File: config.mk
export PLATFORM = sky130hd
export DESIGN_NAME = time_update_ctrl
export DESIGN_NICKNAME = d
export VERILOG_FILES = /design/src/rtl/clock_pkg.sv /design/src/rtl/add6.sv /design/src/rtl/time_update_ctrl.sv
export SDC_FILE = /design/constraint.sdc
export NUM_CORES = 1
export LEC_CHECK = 0
export BUFFER_PORTS_ARGS = -buffer_cell sky130_fd_sc_hd__buf_4
export CAP_MARGIN = 20
export CORE_MARGIN = 4
export CORE_UTILIZATION = 54
export DETAILED_ROUTE_END_ITERATION = 8
export PLACE_DENSITY = 0.75
export SETUP_SLACK_MARGIN = 0.05
export SYNTH_ARGS = -nofsm -noshare
export SYNTH_HDL_FRONTEND = slang
export SYNTH_SLANG_ARGS = --single-unit
File: constraint.sdc
create_clock -name clk -period 4.05 [get_ports clk]
set_input_delay 0.2025 -clock clk [delete_from_list [all_inputs] [get_ports clk]]
set_output_delay 0.2025 -clock clk [all_outputs]
set_load 0.05 [all_outputs]
File: src/rtl/clock_pkg.sv
// rtl/clock_pkg.sv - shared limits, widths and sequencer states for the time-of-day clock
package clock_pkg;

  localparam int FIELD_W = 6;
  localparam int HR_W    = 5;

  localparam logic [FIELD_W-1:0] SEC_LIM = 6'd59;
  localparam logic [FIELD_W-1:0] MIN_LIM = 6'd59;
  localparam logic [FIELD_W-1:0] HR_LIM  = 6'd23;

  typedef enum logic [1:0] {
    IDLE,
    ADD_SEC,
    ADD_MIN,
    ADD_HR
  } state_t;

  // The field wraps when the incremented value reaches limit+1.
  function automatic logic field_wrap(input logic cout, input logic [FIELD_W-1:0] sum,
                                      input logic [FIELD_W-1:0] lim);
    return {cout, sum} == {1'b0, lim + FIELD_W'(1)};
  endfunction

endpackage

File: src/rtl/add6.sv
// rtl/add6.sv - 6-bit ripple-carry adder made of per-bit full-adder cells
module add6
  import clock_pkg::*;
(
  input  logic [FIELD_W-1:0] a,
  input  logic [FIELD_W-1:0] b,
  input  logic               cin,
  output logic [FIELD_W-1:0] sum,
  output logic               cout
);

  logic [FIELD_W:0] c;

  assign c[0] = cin;

  for (genvar i = 0; i < FIELD_W; i++) begin : g_fa
    assign sum[i]  = a[i] ^ b[i] ^ c[i];
    assign c[i+1]  = (a[i] & b[i]) | (a[i] & c[i]) | (b[i] & c[i]);
  end

  assign cout = c[FIELD_W];

endmodule

File: src/rtl/time_update_ctrl.sv
// rtl/time_update_ctrl.sv - sequences one shared adder over sec/min/hr and arbitrates tick vs set buttons
module time_update_ctrl
  import clock_pkg::*;
(
  input  logic               clk,
  input  logic               rst_n,
  input  logic               sec_tick,
  input  logic               inc_min_req,
  input  logic               inc_hr_req,
  output logic [FIELD_W-1:0] sec,
  output logic [FIELD_W-1:0] min,
  output logic [HR_W-1:0]    hr,
  output logic               busy,
  output logic               day_wrap,
  output logic               tick_lost
);

  localparam logic [FIELD_W-1:0] ONE = FIELD_W'(1);

  state_t             state, state_d;
  logic               carry_mode, carry_d;
  logic               tick_pend, min_pend, hr_pend;
  logic               tick_req, min_req, hr_req;
  logic               serve_tick, serve_min, serve_hr;
  logic [FIELD_W-1:0] add_a, add_sum, field_lim, field_next;
  logic               add_cout, at_lim, day_wrap_d;

  // A live pulse in IDLE is treated as already pending.
  assign tick_req = tick_pend | sec_tick;
  assign min_req  = min_pend | inc_min_req;
  assign hr_req   = hr_pend | inc_hr_req;
  assign busy     = (state != IDLE);

  always_comb begin
    add_a     = '0;
    field_lim = SEC_LIM;
    case (state)
      ADD_SEC: begin add_a = sec;          field_lim = SEC_LIM; end
      ADD_MIN: begin add_a = min;          field_lim = MIN_LIM; end
      ADD_HR:  begin add_a = {1'b0, hr};   field_lim = HR_LIM;  end
      default: ;
    endcase
  end

  add6 u_add6 (
    .a    (add_a),
    .b    (ONE),
    .cin  (1'b0),
    .sum  (add_sum),
    .cout (add_cout)
  );

  assign at_lim     = field_wrap(add_cout, add_sum, field_lim);
  assign field_next = at_lim ? '0 : add_sum;

  always_comb begin
    state_d    = state;
    carry_d    = carry_mode;
    serve_tick = 1'b0;
    serve_min  = 1'b0;
    serve_hr   = 1'b0;
    day_wrap_d = 1'b0;
    case (state)
      IDLE: begin
        if (tick_req) begin
          state_d    = ADD_SEC;
          serve_tick = 1'b1;
        end else if (min_req) begin
          state_d   = ADD_MIN;
          carry_d   = 1'b0;
          serve_min = 1'b1;
        end else if (hr_req) begin
          state_d  = ADD_HR;
          carry_d  = 1'b0;
          serve_hr = 1'b1;
        end
      end
      ADD_SEC: begin
        if (at_lim) begin
          state_d = ADD_MIN;
          carry_d = 1'b1;
        end else begin
          state_d = IDLE;
        end
      end
      // Set-mode minute wraps never ripple into hours.
      ADD_MIN: state_d = (at_lim && carry_mode) ? ADD_HR : IDLE;
      ADD_HR: begin
        state_d    = IDLE;
        day_wrap_d = at_lim & carry_mode;
      end
      default: state_d = IDLE;
    endcase
  end

  always_ff @(posedge clk) begin
    if (!rst_n) begin
      state      <= IDLE;
      carry_mode <= 1'b0;
      tick_pend  <= 1'b0;
      min_pend   <= 1'b0;
      hr_pend    <= 1'b0;
      sec        <= '0;
      min        <= '0;
      hr         <= '0;
      day_wrap   <= 1'b0;
      tick_lost  <= 1'b0;
    end else begin
      state      <= state_d;
      carry_mode <= carry_d;
      day_wrap   <= day_wrap_d;
      tick_pend  <= (tick_pend | sec_tick) & ~serve_tick;
      min_pend   <= (min_pend | inc_min_req) & ~serve_min;
      hr_pend    <= (hr_pend | inc_hr_req) & ~serve_hr;
      tick_lost  <= tick_lost | (sec_tick & tick_pend);
      case (state)
        ADD_SEC: sec <= field_next;
        ADD_MIN: min <= field_next;
        ADD_HR:  hr  <= field_next[HR_W-1:0];
        default: ;
      endcase
    end
  end

endmodule

==> results.toml <==
[worst_setup_path]
start_point_of_the_critical_path = "state[1]"
timing.critical_path.required_ps = 4310
worst-r2r-setup-slack_ps = 630
critical_path.top_delay_family = "adder cells"
worstPathArrival_ps = 3680
r2r_end = "day_wrap"
reg2reg_depth = 12
cp_num_cells = 12
critical_path.slowest_cell = "dfxtp_1"
crit_end = "day_wrap"
worstPathBufferInverterCount = 0
timing.critical_path.slowest_cell_delay_ps = 830
critPathMostFrequentCell = "ha_1"
cp-end-kind = "flop"
ordered_list_of_cells_on_the_worst_path = "mux2_2, nand2_1, o21ai_0, ha_1, ha_1, ha_1, ha_1, ha_1, nand2_1, o22ai_4, and2b_4, and4_1"
worstSetupPathType = "reg2reg"
critical_path_start_type = "flop"
critPathMaxFanout = 18
critical_path.reg2reg.startpoint = "state[1]"

[final_layout]
stdcell_count = 189
most_frequent_standard_cell_in_the_layout_excluding_fill_and_tap_cells = "buf_4"
multi_input_gate_area_in_the_final_layout_um2 = 722
seq_area_um2 = 500
finalInstanceArea_mm2 = 0.00148
layout_utilization_pct = 65.8
flow.area_growth_from_synthesis_pct = 13.7
antenna_cells = 0
most_frequent_cells_in_the_layout = "buf_4 (26), nand2_1 (25), dfxtp_1 (25)"
post_route_cells_drive_above_1_share_pct = 28.0
num-nets-final = 172
layout.filler_cells = 209

[floorplanning]
die_area_mm2 = 0.00327
placement_rows = 17
die_width_um = 57.2
num_io_pins = 25
placeable_core_region_mm2 = 0.00225
initial_core_util_pct = 57.9
fp.dieH_um = 57.2

[flow_run]
cap_violations = 0

[route]
dr.pass1.iters = 4
remaining_drc_errors = 0
wire_per_inst_um = 14.5
vias_per_cell = 5.80
ant_nets = 0
totalWireLength_mm = 2.75
vias = 1096
number_of_drc_violations_after_detailed_routing_iteration_0 = 17

[timing]
tightestPinTransition_ps = 748
period_utilization_pct = 84.5
hold_viol = 0
timing.final.crit_period_ps = 3420
setup_repair_after_global_routing_missed_its_margin = "no"
max-slew-margin-rel_pct = 50.1
fmax_mhz = 292
final-setup-viol-count = 0
finClkSkew_ps = 2.76
totalNegativeSetupSlack_ps = 0
report.final.slew_viol_count = 0

[synth]
synth-main-ff-cell = "dfxtp_1"
postSynthNetCount = 153
syn-instance-count = 143
synth-async-reset-ratio_pct = 0
number_of_enable_type_register_cells_in_the_synthesized_netlist = 0
ys.warnings.count = 0
synthesized_area_per_cell_um2 = 9.13
synth.lib_cells_used.distinct = 37
synth.cell_area_mm2 = 0.00131
ys_ff_latch = 25
synth.yosys.seq_area_share_pct = 38.4

[clocking]
clk_root_buffer_cell = "clkbuf_4"
post_cts_resized = 0
cts.clk_slew.worst_paths_ps = 140
hold_buffers = 0
cts_inserted_buffers = 3
cts_post_setup_buffers_inserted = 0
worst_skew_pair.late_latency_ps = 310
h-tree-depth = 1
cts_tree = "built"
tritoncts_num_sinks = 25
cts_buffer_depth = 2

[global_route]
pin_count_of_the_biggest_net_entering_global_routing = 37
grt_remaining_overflow = 0
grt_pass1_vias = 988
grt_util_all_layers_pct = 17.5
antenna_found_initial = 0
global_route_wire_length_before_repair_mm = 4.73

[hold_path]
worstHoldPathType = "in2reg"

[outcome]
status = "finished clean"

[power_and_ir_drop]
fin_total_pwr_uw = 464
p_leak_nw = 0.600
irDropWorstVdd_mv = 0.311
power_density_mw_per_mm2 = 313

[placement]
dpl.cell_count = 185
place.port_buffers = 24
detailed_place.area_mm2 = 0.00146
hpwlAfterDp_mm = 1.96
globalplace.congestion = 0.834
## power breakdown
group | internal [mW] | leakage (nW) | switching, mW
Combinational | 0.0322 | 0.380 | 0.0509
Sequential | 0.254 | 0.203 | 0.0168
Clock | 0.0368 | 0.0177 | 0.0728
## sequential cells by signal, indices dropped and copies added (netlist names)
register,flops
hr,5
tick_pend,1
state,2
tick_lost,1
sec,6
min_pend,1
min,6
hr_pend,1
day_wrap,1
carry_mode,1
## through the flow
| stage | hold WS [ps] | setup WS, ps |
|---|---|---|
| global route | 160 | 473 |
| global placement | 474 | 813 |
| CTS | 174 | 662 |
| floorplan | 340 | 1070 |
| detailed placement | 481 | 703 |
| finish | 180 | 630 |
## worst min path at each step
stage	start	depth (start not counted)	slack, ps	end
final	sec_tick	2	180	tick_pend
after floorplan	sec_tick	1	340	tick_pend
after detailed placement	sec[5]	2	480	sec[5]
after global routing	sec_tick	2	160	tick_pend
after CTS	sec_tick	2	170	tick_pend
after global placement	sec[4]	2	470	sec[4]
## area by class of cell
type / instances / area share, %
Clock buffer: 3 / 1.52
Inverter: 1 / 0.253
Timing Repair Buffer: 26 / 13.2
Tap cell: 28 / 2.36
Sequential cell: 25 / 33.7
Multi-Input combinational cell: 105 / 48.7
Clock inverter: 1 / 0.337
## logic make-up after synthesis
family	count (synthesis)	share of synthesized area, %
simple gates	64	26.9
compound gates	29	17.7
flops	25	38.4
buf+inv	13	6.33
mux	7	5.85
fa+ha+maj	5	4.79
## synth_stat cells (3+ instances only)
cell / instances / area (um^2)
buf_2: 3 / 15.0
buf_6: 4 / 45.0
clkbuf_1: 5 / 18.8
dfxtp_1: 25 / 500
ha_1: 5 / 62.6
mux2_2: 5 / 56.3
nand2_1: 25 / 93.8
nand3_1: 9 / 45.0
nand3b_1: 4 / 30.0
nor2_1: 7 / 26.3
nor2b_1: 5 / 31.3
o21ai_0: 6 / 30.0
o22ai_1: 10 / 62.6
## per-layer routing
metal  wire length, um  track usage (%)
met5                 0                0
met4                17             2.98
met3               137             2.49
met2              1330             27.6
met1              1260             25.8
## worst reg2reg max path: cells and delay by family, from the launching register on
kind / cells / cell delay, ps
compound gates: 2 / 260
mux: 1 / 410
flops: 1 / 830
simple gates: 4 / 670
fa+ha+maj: 5 / 1210
Note: power is estimated with default switching activity, not from simulation.
